`src/rtl/decoder_n_buffered_if.sv`:
```
// -----------------------------------------------------------------------------
// decoder_n_buffered_if
//   Bundles the three handshake channels of decoder_n_buffered:
//     in_data/in_valid/in_ready     data token channel
//     s_data/s_valid/s_ready        destination select channel
//     out_data/out_valid/out_ready  NOUT output channels, slice k = [k*W +: W]
//   Modports:
//     master - the producer/consumer environment around the decoder
//     slave  - the decoder itself
//   Parameters: W (data width), NOUT (output count), SW (select width,
//   max(1, clog2(NOUT))).
// -----------------------------------------------------------------------------
interface decoder_n_buffered_if #(
  parameter int W    = 9,
  parameter int NOUT = 2,
  parameter int SW   = (NOUT > 2) ? $clog2(NOUT) : 1
) ();
  logic [W-1:0]      in_data;
  logic              in_valid;
  logic              in_ready;
  logic [SW-1:0]     s_data;
  logic              s_valid;
  logic              s_ready;
  logic [NOUT*W-1:0] out_data;
  logic [NOUT-1:0]   out_valid;
  logic [NOUT-1:0]   out_ready;

  modport master (
    output in_data, in_valid, s_data, s_valid, out_ready,
    input  in_ready, s_ready, out_data, out_valid
  );

  modport slave (
    input  in_data, in_valid, s_data, s_valid, out_ready,
    output in_ready, s_ready, out_data, out_valid
  );
endinterface

```
`src/rtl/decoder_n_buffered.sv`:
```
// -----------------------------------------------------------------------------
// decoder_n_buffered
//   Routes each data token to the output named by the matching select token.
//   Every output owns a DEPTH-entry FIFO, so a stalled output never blocks
//   traffic to the others. Select values >= NOUT consume and discard the token.
//
//   Ports:
//     CLK       rising-edge clock
//     _RESET    asynchronous active-low reset
//     bus       decoder_n_buffered_if.slave (data, select and output channels)
//     err       (optional) sticky flag, set by any dropped token
//     drop_cnt  (optional) saturating count of dropped tokens
//
//   Optional feature: define DECODER_N_BUFFERED_ERR_EN to add err/drop_cnt.
// -----------------------------------------------------------------------------
module decoder_n_buffered #(
  parameter int W     = 9,
  parameter int NOUT  = 2,
  parameter int DEPTH = 2
) (
  input  logic                 CLK,
  input  logic                 _RESET,
  decoder_n_buffered_if.slave  bus
`ifdef DECODER_N_BUFFERED_ERR_EN
  ,
  output logic                 err,
  output logic [7:0]           drop_cnt
`endif
);

  localparam int SW = (NOUT > 2) ? $clog2(NOUT) : 1;
  localparam int PW = (DEPTH > 1) ? $clog2(DEPTH) : 1;
  localparam int CW = $clog2(DEPTH + 1);

  logic [W-1:0]  mem    [NOUT][DEPTH];
  logic [PW-1:0] rd_ptr [NOUT];
  logic [PW-1:0] wr_ptr [NOUT];
  logic [CW-1:0] cnt    [NOUT];

  logic [SW-1:0]   sel;
  logic            in_range;
  logic            sel_full;
  logic            xfer;
  logic [NOUT-1:0] push;
  logic [NOUT-1:0] pop;

  assign sel = bus.s_data;

  function automatic logic [PW-1:0] ptr_inc(input logic [PW-1:0] p);
    return (p == PW'(DEPTH - 1)) ? '0 : p + 1'b1;
  endfunction

  // Acceptance looks only at the registered fill level, never at out_ready,
  // so a full FIFO stays closed even in the cycle it pops.
  always_comb begin
    // NOTE: every always_comb output gets a default first so no path can infer a latch.
    in_range = 1'b0;
    sel_full = 1'b0;
    push     = '0;
    pop      = '0;
    for (int k = 0; k < NOUT; k++) begin
      if (int'(sel) == k) begin
        in_range = 1'b1;
        sel_full = (cnt[k] == CW'(DEPTH));
      end
    end
    xfer = _RESET && bus.in_valid && bus.s_valid && !(in_range && sel_full);
    for (int k = 0; k < NOUT; k++) begin
      push[k] = xfer && (int'(sel) == k);
      pop[k]  = (cnt[k] != '0) && bus.out_ready[k];
    end
  end

  assign bus.in_ready = xfer;
  assign bus.s_ready  = xfer;

  always_comb begin
    bus.out_valid = '0;
    bus.out_data  = '0;
    for (int k = 0; k < NOUT; k++) begin
      bus.out_valid[k]       = (cnt[k] != '0);
      bus.out_data[k*W +: W] = mem[k][rd_ptr[k]];
    end
  end

  always_ff @(posedge CLK or negedge _RESET) begin
    if (!_RESET) begin
      for (int k = 0; k < NOUT; k++) begin
        rd_ptr[k] <= '0;
        wr_ptr[k] <= '0;
        cnt[k]    <= '0;
        // NOTE: storage is reset because out_data is read straight from it and must be 0 in reset.
        for (int d = 0; d < DEPTH; d++) mem[k][d] <= '0;
      end
    end else begin
      for (int k = 0; k < NOUT; k++) begin
        // NOTE: state uses non-blocking assignments so every FIFO sees pre-edge values.
        if (push[k]) begin
          mem[k][wr_ptr[k]] <= bus.in_data;
          wr_ptr[k]         <= ptr_inc(wr_ptr[k]);
        end
        if (pop[k]) rd_ptr[k] <= ptr_inc(rd_ptr[k]);
        case ({push[k], pop[k]})
          2'b10:   cnt[k] <= cnt[k] + 1'b1;
          2'b01:   cnt[k] <= cnt[k] - 1'b1;
          default: cnt[k] <= cnt[k];
        endcase
      end
    end
  end

`ifdef DECODER_N_BUFFERED_ERR_EN
  logic drop;
  assign drop = xfer && !in_range;

  always_ff @(posedge CLK or negedge _RESET) begin
    if (!_RESET) begin
      err      <= 1'b0;
      drop_cnt <= '0;
    end else if (drop) begin
      err <= 1'b1;
      if (drop_cnt != 8'hFF) drop_cnt <= drop_cnt + 1'b1;
    end
  end
`endif

endmodule

```
`src/flat_wrapper.sv`:
```
// flat-port wrapper written by rule: the top's interface ports become plain ports
module decoder_n_buffered_flat 
#(
  parameter int W     = 9,
  parameter int NOUT  = 2,
  parameter int DEPTH = 2
)
  (CLK, _RESET, bus_in_data, bus_in_valid, bus_s_data, bus_s_valid, bus_out_ready, bus_in_ready, bus_s_ready, bus_out_data, bus_out_valid);
  decoder_n_buffered_if #(.W(W), .NOUT(NOUT)) bus_i ();
  input  logic CLK;
  input  logic _RESET;
  input wire logic [$bits(bus_i.in_data)-1:0] bus_in_data;
  input wire logic [$bits(bus_i.in_valid)-1:0] bus_in_valid;
  input wire logic [$bits(bus_i.s_data)-1:0] bus_s_data;
  input wire logic [$bits(bus_i.s_valid)-1:0] bus_s_valid;
  input wire logic [$bits(bus_i.out_ready)-1:0] bus_out_ready;
  output wire logic [$bits(bus_i.in_ready)-1:0] bus_in_ready;
  output wire logic [$bits(bus_i.s_ready)-1:0] bus_s_ready;
  output wire logic [$bits(bus_i.out_data)-1:0] bus_out_data;
  output wire logic [$bits(bus_i.out_valid)-1:0] bus_out_valid;
  assign bus_i.in_data = bus_in_data;
  assign bus_i.in_valid = bus_in_valid;
  assign bus_i.s_data = bus_s_data;
  assign bus_i.s_valid = bus_s_valid;
  assign bus_i.out_ready = bus_out_ready;
  assign bus_in_ready = bus_i.in_ready;
  assign bus_s_ready = bus_i.s_ready;
  assign bus_out_data = bus_i.out_data;
  assign bus_out_valid = bus_i.out_valid;
  decoder_n_buffered #(.W(W), .NOUT(NOUT), .DEPTH(DEPTH)) u_core (.CLK(CLK), ._RESET(_RESET), .bus(bus_i));
endmodule
```
`config.mk`:
```
export PLATFORM = sky130hd
export DESIGN_NAME = decoder_n_buffered_flat
export DESIGN_NICKNAME = d
export VERILOG_FILES = /design/src/rtl/decoder_n_buffered_if.sv /design/src/rtl/decoder_n_buffered.sv /design/src/flat_wrapper.sv
export SDC_FILE = /design/constraint.sdc
export NUM_CORES = 1
export LEC_CHECK = 0
export BUFFER_PORTS_ARGS = -buffer_cell sky130_fd_sc_hd__buf_2
export CORE_ASPECT_RATIO = 1.4
export CORE_MARGIN = 8
export CORE_UTILIZATION = 59
export DETAILED_ROUTE_END_ITERATION = 10
export PLACE_DENSITY = 0.84
export SYNTH_ARGS = -nofsm -noshare
export SYNTH_HDL_FRONTEND = slang
export SYNTH_SLANG_ARGS = --single-unit
```
`constraint.sdc`:
```
create_clock -name CLK -period 3.4 [get_ports CLK]
set_clock_uncertainty 0.15 [all_clocks]
set_input_delay 0.68 -clock CLK [delete_from_list [all_inputs] [get_ports CLK]]
set_output_delay 0.68 -clock CLK [all_outputs]
set_load 0.03 [all_outputs]
```
==> results.py, run 1 <==
metrics = {
    "clock_network": {
        "root_buffer": "clkbuf_8",
        "tritoncts": "built",
        "clk_latency_ns": 0.28,
        "clk_pin_slew_ns": 0.07,
        "cts_buffers": 5,
        "cts_resized": 0,
        "clock_sinks": 44,
        "cts_setup_buffers": 0,
        "clock_path_buffers": 2,
        "h-tree-depth": 2,
        "cts_hold_buf": 0,
    },
    "synthesis": {
        "yosysUniqueCellTypes": 21,
        "synth_top_area_share_pct": 53.8,
        "yosysWarnings": 0,
        "synth_top_cell_by_area": "dfrtp_1",
        "ys_ff_latch": 44,
        "syn_area_um2": 2050,
        "netlist_top_cells_area": "dfrtp_1, mux2_2, mux2_4",
        "syn_nets": 150,
        "syn_inst": 132,
        "syn-mean-instance-area_um2": 15.5,
        "ys_seq_area_share_pct": 53.8,
    },
    "place": {
        "dp_hpwl_mm": 2.94,
        "placed_area_um2": 2260,
        "io_buffers": 37,
        "gp_congestion": 0.696,
    },
    "power": {
        "vdd_drop_max_mv": 0.702,
        "p_leak_nw": 1.12,
        "cellPowerDensity_nw_per_um2": 1050,
    },
    "route": {
        "viasPerCell": 5.59,
        "wl_per_cell_um": 18.5,
        "ant_nets": 0,
        "vias": 1196,
        "drc": 0,
        "wl_mm": 3.95,
        "firstDrtPassIters": 4,
        "dr.first_iter.drc_count": 52,
    },
    "worst_hold_path": {
        "hold_path_class": "reg2reg",
        "hold_start": "u_core.cnt[1]$_DFFE_PN0P_",
        "holdPathStages": 1,
        "hold_end": "u_core.cnt[1]$_DFFE_PN0P_",
    },
    "critical_path": {
        "path_class": "reg2out",
        "cp.arrival_ns": 1.52,
        "ff2ff_setup_slack_ns": 1.41,
        "reg2reg_depth": 3,
        "cp-startpoint": "u_core.cnt[3]$_DFFE_PN0P_",
        "crit_path_start_kind": "register",
        "r2r_start": "u_core.cnt[3]$_DFFE_PN0P_",
        "endpoint_kind": "primary output",
        "required_ns": 2.57,
        "cp_max_fo": 4,
        "r2r-end": "u_core.mem[26]$_DFFE_PN0P_",
    },
    "sta": {
        "fin_setup_tns_ns": 0,
        "finalHoldViolations": 0,
        "max_freq_ghz": 0.425,
        "setup_viol": 0,
        "relSlewSlack_pct": 49.1,
        "finalHoldWorstSlack_ns": 0.339,
        "post-route-period-util_pct": 69.2,
        "finalCriticalPeriod_ns": 2.35,
        "rsz0062_at_grt": "no",
        "slew_viol_final": 0,
        "worst_pin_slew_ns": 0.761,
    },
    "die": {
        "initial_utilization_pct": 61.2,
        "core_area_um2": 3350,
        "dieArea_um2": 5640,
        "ios": 38,
        "die_w_um": 65.8,
        "rows": 25,
        "die_h_um": 85.7,
    },
    "cells_and_area": {
        "final_common_cell": "mux2_2",
        "fin_nets": 191,
        "fin_util_pct": 70.3,
        "final_cell_area_um2": 2350,
        "mostFrequentLayoutCells": "mux2_2, dfrtp_1, buf_2, mux2_4",
        "antenna_cells": 0,
        "syn_to_final_growth_pct": 15.0,
        "drive_above_1_share_pct": 61.5,
    },
    "global_route": {
        "overflow": 0,
        "grt_max_degree": 45,
        "grt_pass1_vias": 1305,
        "antenna_found_initial": 0,
        "grt_pass1_wl_mm": 6.44,
        "grtUsageTotal_pct": 15.0,
    },
    "flow_run": {
        "cap_violations": 0,
    },
    "run_status": {
        "outcome": "completed",
    },
}
[per-layer routing]
metal  track usage (%)  wire (um)  up-vias  share of wire (%)
met4              4.98         49        0                1.2
li1                  -          -      549                  -
met1              17.0       1670      615                 42
met3              4.69        179        6                4.5
met5                 0          0        -                  0
met2              25.6       2050       26                 52
[cells in the mapped netlist]
cell,count
dfrtp_1,44
ha_1,2
nand2_1,1
or3_2,1
a211oi_1,1
buf_4,1
nor4b_4,2
or4_4,1
nor2b_1,3
nor2_1,2
nor3_2,1
or2_2,2
xor2_1,4
mux2_2,45
xnor2_1,6
nand3_4,1
buf_6,1
and2_1,2
clkbuf_1,2
mux2_4,9
or3b_2,1
[metrics by stage]
step | worst slack [ns] | power (mW) | instances
2_1_floorplan | 0.663 | 1.85 | 132
3_3_place_gp | 1.07 | 2.10 | 206
3_5_place_dp | 1.07 | 2.16 | 206
4_1_cts | 1.04 | 2.49 | 214
5_1_grt | 0.977 | 2.61 | 214
6_report | 1.05 | 2.47 | 214
[how the worst max path moves through the flow]
| stage | end | cells after the start | slack [ns] |
|---|---|---|---|
| finish | bus_in_ready | 4 | 1.05 |
| floorplan | bus_s_ready | 3 | 0.66 |
| global placement | u_core.mem[18]$_DFFE_PN0P_ | 4 | 1.07 |
| global route | bus_s_ready | 4 | 0.98 |
| detailed placement | u_core.cnt[3]$_DFFE_PN0P_ | 7 | 1.07 |
| CTS | bus_in_ready | 4 | 1.04 |
[power by group]
part | switching (mW) | internal [mW] | total (mW) | leakage, nW
Clock | 0.162 | 0.166 | 0.328 | 0.0455
Combinational | 0.617 | 0.540 | 1.16 | 0.533
Sequential | 0.202 | 0.782 | 0.984 | 0.541
Total | 0.981 | 1.49 | 2.47 | 1.12
[final cells by class]
type / instances / area [um^2]
flip-flops and latches: 44 / 1100
fillers: 242 / 993
multi-input cells: 84 / 920
repair buffers: 38 / 193
clock buffers: 8 / 90.1
well taps: 40 / 50.0
[sequential cells by signal, summed over array words and instances (netlist names)]
name           flops
u_core.cnt         4
u_core.wr_ptr      2
u_core.mem        36
u_core.rd_ptr      2
[cells by family after synthesis]
| group | synth area share, % |
|---|---|
| compound gates | 0.367 |
| xor+xnor | 4.28 |
| fa+ha+maj | 1.22 |
| buf+inv | 1.28 |
| flops | 53.8 |
| mux | 31.4 |
| simple gates | 7.70 |
[critical path, cell delays in order, from the launching register on]
cell      delay, ns
dfrtp_1        0.40
nor2b_1        0.19
nor2b_1        0.14
a211oi_1       0.25
buf_2          0.25
(Power assumes the default switching activity.)
==> run 2, diff against run 1 <==
- ABC_AREA: default -> 1
- CORE_UTILIZATION: 59 -> 50
- PLACE_DENSITY: 0.84 -> 0.75
- clock period: 3.4 -> 1.9 ns (I/O delays scaled with it)
==> results.py, run 2 <==
metrics = {
    "run_status": {
        "outcome": "completed",
    },
    "cells_and_area": {
        "mostFrequentLayoutCells": "nand2_1, dfrtp_1, nand4_1, buf_2, buf_4",
        "fin_util_pct": 65.2,
        "syn_to_final_growth_pct": 26.0,
        "largestRegisters": "u_core.mem (36), u_core.cnt (4)",
        "max_flop_register": "u_core.mem",
        "largest_register_ffs": 36,
        "antenna_cells": 0,
        "drive_above_1_share_pct": 26.0,
        "fillers": 363,
        "fin_nets": 340,
        "final_common_cell": "nand2_1",
        "stdcell_count": 368,
    },
    "critical_path": {
        "path_cells": "nand3_4 -> inv_2 -> nor2_4 -> buf_12 -> buf_6",
        "r2r_start": "u_core.cnt[3]$_DFFE_PN0P_",
        "required_ns": 1.37,
        "crit_end": "bus_in_ready",
        "cp-startpoint": "u_core.cnt[3]$_DFFE_PN0P_",
        "crit_path_start_kind": "register",
        "cpPeakStageDelay_ns": 0.41,
        "ff2ff_setup_slack_ns": 0.12,
        "endpoint_kind": "primary output",
        "r2r-end": "u_core.cnt[3]$_DFFE_PN0P_",
        "cp_max_fo": 6,
        "cp.arrival_ns": 1.31,
        "crit_slowest_cell": "dfrtp_1",
        "path_class": "reg2out",
        "reg2reg_depth": 9,
    },
    "route": {
        "wl_mm": 5.41,
        "firstDrtPassIters": 4,
        "vias": 1922,
        "ant_nets": 0,
        "viasPerCell": 5.22,
        "dr.first_iter.drc_count": 128,
        "wl_per_cell_um": 14.7,
        "drc": 0,
    },
    "clock_network": {
        "clk_latency_ns": 0.30,
        "cts_buffers": 5,
        "root_buffer": "clkbuf_8",
        "clock_sinks": 44,
        "h-tree-depth": 2,
        "clk_pin_slew_ns": 0.09,
        "clock_path_buffers": 2,
        "tritoncts": "built",
    },
    "sta": {
        "finalHoldViolations": 0,
        "relSlewSlack_pct": 69.8,
        "setup_viol": 0,
        "fin_setup_tns_ns": 0,
        "finalCriticalPeriod_ns": 1.84,
        "max_freq_ghz": 0.542,
        "layout_setup_ws_ns": 0.0559,
        "worst_pin_slew_ns": 0.452,
        "slew_viol_final": 0,
        "post-route-period-util_pct": 97.1,
    },
    "power": {
        "report.power.total_mw": 4.67,
        "switching_share_pct": 45.3,
        "p_leak_nw": 1.50,
        "power_switching_mw": 2.12,
        "p_clk_share_pct": 15.4,
        "power.internal_mw": 2.55,
        "p_seq_share_pct": 35.2,
        "combPwrFrac_pct": 49.4,
        "vdd_drop_max_mv": 0.790,
        "cellPowerDensity_nw_per_um2": 1700,
    },
    "die": {
        "die_h_um": 94.1,
        "rows": 28,
        "dieArea_um2": 6750,
        "initial_utilization_pct": 51.8,
        "die_w_um": 71.8,
        "ios": 38,
        "core_area_um2": 4200,
    },
    "synthesis": {
        "syn_nets": 287,
        "synthTopCellsByCount": "nand2_1, dfrtp_1, nand4_1",
        "synth-edff-count": 0,
        "yosysMostFrequentCell": "nand2_1",
        "yosys.area_share.simple_pct": 39.0,
        "yosysUniqueCellTypes": 21,
        "synthMuxAreaShare_pct": 0,
        "yosysWarnings": 0,
        "ys_ff_latch": 44,
        "synth_ff_type": "dfrtp_1",
        "synth_top_family_by_area": "simple AND/OR/NAND/NOR gates",
        "ys_seq_area_share_pct": 50.6,
        "synth_top_cell_by_area": "dfrtp_1",
        "synthAdderAreaFrac_pct": 1.15,
        "synthArstFlopShare_pct": 100,
        "syn_inst": 269,
        "synth_xor_area_share_pct": 2.41,
        "netlist_top_cells_area": "dfrtp_1, nand2_1, nand4_1",
        "syn-mean-instance-area_um2": 8.09,
        "synth_top_area_share_pct": 50.6,
        "syn_area_um2": 2180,
        "synth_compound_area_share_pct": 0.920,
    },
    "place": {
        "dp_cells": 348,
        "gp_congestion": 0.781,
        "dp_hpwl_mm": 3.63,
        "post-place-ws_ns": 0.0313,
        "io_buffers": 37,
    },
    "global_route": {
        "grt_pass1_vias": 1898,
        "grt_pass1_wl_mm": 9.09,
        "antenna_found_initial": 0,
        "overflow": 0,
        "grt_max_degree": 37,
        "grtUsageTotal_pct": 17.1,
    },
    "worst_hold_path": {
        "holdPathStages": 3,
        "hold_path_class": "in2reg",
    },
    "flow_run": {
        "cap_violations": 0,
    },
}
run 2: changes by cell type in the layout (fill, tap and decap cells not counted), sizes merged, moves of 3 or more:
cell      previous run  this run
nand2                1       139
mux2                54         0
nor2b                3         0
nand4                0        40
xnor2                6         2
buf                 38        56
clkinvlp             0         3
inv                  0         9
clkinv               0         3
run 2: worst min-delay path by stage:
stage	from	end	slack (ns)
global route	bus_in_data[1]	u_core.mem[28]$_DFFE_PN0P_	0.20
global placement	_RESET	u_core.cnt[1]$_DFFE_PN0P_	0.17
floorplan	_RESET	u_core.cnt[0]$_DFFE_PN0P_	-0.07
finish	bus_in_data[3]	u_core.mem[12]$_DFFE_PN0P_	0.20
CTS	bus_in_data[3]	u_core.mem[12]$_DFFE_PN0P_	0.19
detailed placement	_RESET	u_core.cnt[1]$_DFFE_PN0P_	0.18
run 2: metrics by stage:
step	instance area (um^2)	hold slack, ns
5_1_grt	2740	0.202
6_report	2740	0.197
4_1_cts	2650	0.187
2_1_floorplan	2200	-0.0656
3_3_place_gp	2460	0.170
3_5_place_dp	2460	0.181
run 2: logic make-up after synthesis:
kind of cell | Yosys count
AO/OA/AOI/OAI | 4
AND/OR/NAND/NOR | 186
flip-flops | 44
XOR/XNOR | 6
adder cells (fa/ha/maj) | 2
buffers and inverters | 27
run 2: metal layers:
layer	GRT usage, %	vias up	wire, um
met3	3.95	7	271
li1	-	982	-
met1	19.6	898	2230
met5	0	-	0
met4	8.38	0	91
met2	29.1	35	2820
run 2: power groups by stage:
stage,combinational (mW),sequential [mW],clock (mW)
floorplan,1.58,1.60,0
global placement,2.17,1.64,0
detailed placement,2.21,1.66,0
CTS,2.29,1.63,0.735
global route,2.55,1.69,0.777
finish,2.31,1.64,0.721
run 2: timing repair:
action | CTS | global route
pin swaps | 1 | 1
setup endpoints to repair | 2 | 22
cloned | 1 | 1
hold endpoints to repair | 22 | 0
resized for setup | 3 | 9
hold buffers | 2 | 0
setup buffers | 3 | 5
run 2: worst max-delay path: cells and delay by family (launching register included):
kind / cells / cell delay [ns]
buffers and inverters: 3 / 0.31
and+or+nand+nor: 2 / 0.28
DFF: 1 / 0.41
run 2: area by class of cell:
cell class / count / area (um^2) / share of cell area (%)
flip-flops and latches: 44 / 1100 / 40.1
inverters: 13 / 56.3 / 2.05
clock inverters: 3 / 42.5 / 1.55
well taps: 45 / 56.3 / 2.05
multi-input cells: 198 / 983 / 35.9
clock buffers: 5 / 68.8 / 2.51
repair buffers: 60 / 434 / 15.8
==> run 3, diff against run 2 <==
- CORE_UTILIZATION: 50 -> 59
- GPL_TIMING_DRIVEN: default -> 0
- PLACE_DENSITY: 0.75 -> 0.83
- SLEW_MARGIN: default -> 20
- clock period: 1.9 -> 2.2 ns (I/O delays scaled with it)
==> results.py, run 3 (same netlist as run 2, synthesis figures left out) <==
metrics = {
    "power": {
        "cellPowerDensity_nw_per_um2": 1470,
        "power.internal_mw": 1.99,
        "power_switching_mw": 1.77,
        "p_clk_share_pct": 12.9,
        "combPwrFrac_pct": 49.4,
        "p_seq_share_pct": 37.7,
        "report.power.total_mw": 3.75,
        "p_leak_nw": 1.43,
        "switching_share_pct": 47.0,
        "vdd_drop_max_mv": 1.04,
    },
    "critical_path": {
        "crit_family": "buffers and inverters",
        "path_buf_inv": 4,
        "cp.arrival_ns": 1.50,
        "cpPeakStageDelay_ns": 0.40,
        "crit_path_start_kind": "register",
        "cp_max_fo": 11,
        "r2r_start": "u_core.cnt[0]$_DFFE_PN0P_",
        "required_ns": 1.61,
        "cp-startpoint": "u_core.cnt[0]$_DFFE_PN0P_",
        "path_class": "reg2out",
        "path_cells": "inv_1 -> nand3_1 -> nand2_1 -> nor2_4 -> buf_6 -> buf_4 -> buf_2",
        "endpoint_kind": "primary output",
        "crit_slowest_cell": "dfrtp_1",
    },
    "route": {
        "drc": 0,
        "viasPerCell": 5.43,
        "firstDrtPassIters": 4,
        "wl_per_cell_um": 14.4,
        "dr.first_iter.drc_count": 121,
        "vias": 1944,
        "ant_nets": 0,
        "wl_mm": 5.16,
    },
    "place": {
        "placed_area_um2": 2410,
        "gp_congestion": 0.802,
        "io_buffers": 36,
        "dp_hpwl_mm": 3.53,
    },
    "sta": {
        "relSlewSlack_pct": 67.3,
        "slew_viol_final": 0,
        "fin_setup_tns_ns": 0,
        "max_freq_ghz": 0.479,
        "worst_pin_slew_ns": 0.490,
        "post-route-period-util_pct": 94.9,
        "finalHoldViolations": 0,
        "finalHoldWorstSlack_ns": 0.275,
        "rsz0062_at_grt": "no",
        "finalCriticalPeriod_ns": 2.09,
        "setup_viol": 0,
    },
    "run_status": {
        "outcome": "completed",
    },
    "clock_network": {
        "tritoncts": "built",
        "root_buffer": "clkbuf_8",
        "clock_path_buffers": 2,
        "clk_latency_ns": 0.29,
        "h-tree-depth": 2,
        "clock_sinks": 44,
        "clk_pin_slew_ns": 0.08,
        "cts_buffers": 5,
    },
    "die": {
        "rows": 26,
        "core_area_um2": 3610,
        "die_w_um": 67.3,
        "die_h_um": 87.9,
        "ios": 38,
        "dieArea_um2": 5920,
        "initial_utilization_pct": 60.3,
    },
    "cells_and_area": {
        "fin_nets": 334,
        "final_common_cell": "nand2_1",
        "mostFrequentLayoutCells": "nand2_1, dfrtp_1, buf_2, nand4_1, inv_1",
        "largest_register_ffs": 36,
        "syn_to_final_growth_pct": 17.6,
        "drive_above_1_share_pct": 20.9,
        "final_cell_area_um2": 2560,
        "largestRegisters": "u_core.mem (36), u_core.cnt (4)",
        "max_flop_register": "u_core.mem",
        "antenna_cells": 0,
    },
    "global_route": {
        "grt_max_degree": 45,
        "antenna_found_initial": 0,
        "grt_pass1_wl_mm": 8.83,
        "grtUsageTotal_pct": 19.0,
        "overflow": 0,
        "grt_pass1_vias": 1932,
    },
    "worst_hold_path": {
        "hold_path_class": "in2reg",
        "hold_start": "bus_out_ready[0]",
    },
    "flow_run": {
        "cap_violations": 0,
    },
}
-- run 3: changes by cell type in the layout (fill, tap and decap cells not counted), sizes merged --
cell	before	now
buf	56	49
clkbuf	6	10
bufbuf	1	0
bufinv	1	0
clkinvlp	3	2
dlygate4sd3	2	1
-- run 3: metrics by stage --
step           cells  setup slack [ns]  util, %
2_1_floorplan    269             0.204        -
3_3_place_gp     347            -0.636     66.7
3_5_place_dp     347            -0.694     66.7
4_1_cts          357            0.0488     70.4
5_1_grt          358            0.0373     70.9
6_report         358             0.113     70.9
-- run 3: power by group through the flow --
stage	registers [mW]	logic (mW)	clock network, mW
finish	1.41	1.85	0.486
global route	1.46	2.07	0.516
CTS	1.41	1.84	0.488
detailed placement	1.43	1.80	0
global placement	1.41	1.77	0
floorplan	1.38	1.35	0
-- run 3: metal layers --
layer  vias to the layer above  GRT usage (%)  share of wire [%]
met2                        54           32.8                 52
met3                         4           3.71                4.6
met1                       912           23.1                 43
met5                         -              0                  0
li1                        974              -                  -
met4                         0           5.53               0.70
-- run 3: tightest hold or removal path: stages --
cell and delay (ns):
buf_2 0.09, nand2_1 0.08, xor2_1 0.06
-- run 3: path summary, 6_finish.rpt --
path | to | slack, ns | cells after the start
max | bus_s_ready | 0.11 | 7
min | u_core.rd_ptr[1]$_DFFE_PN0P_ | 0.28 | 3
max reg2reg | u_core.cnt[3]$_DFFE_PN0P_ | 0.22 | 10
min reg2reg | u_core.mem[10]$_DFFE_PN0P_ | 0.33 | 2
max in group asynchronous | u_core.mem[14]$_DFFE_PN0P_ | 1.16 | 3
min in group asynchronous | u_core.mem[7]$_DFFE_PN0P_ | 0.54 | 3
-- run 3: repair_timing --
item                                    in CTS  in global routing
gates resized for setup                      5                  3
endpoints found under the setup margin      13                 15
cloned                                       0                  0
hold endpoints to repair                    44                  0
setup buffers                                1                  1
hold buffers                                 2                  0
-- run 3: final cells by class --
cell class | count | area, um^2
clock buffers | 6 | 72.6
fillers | 285 | 1050
flip-flops and latches | 44 | 1100
inverters | 13 | 56.3
multi-input cells | 198 | 947
well taps | 42 | 52.6
plain buffers | 14 | 86.3
repair buffers | 40 | 240
clock inverters | 1 | 5.00
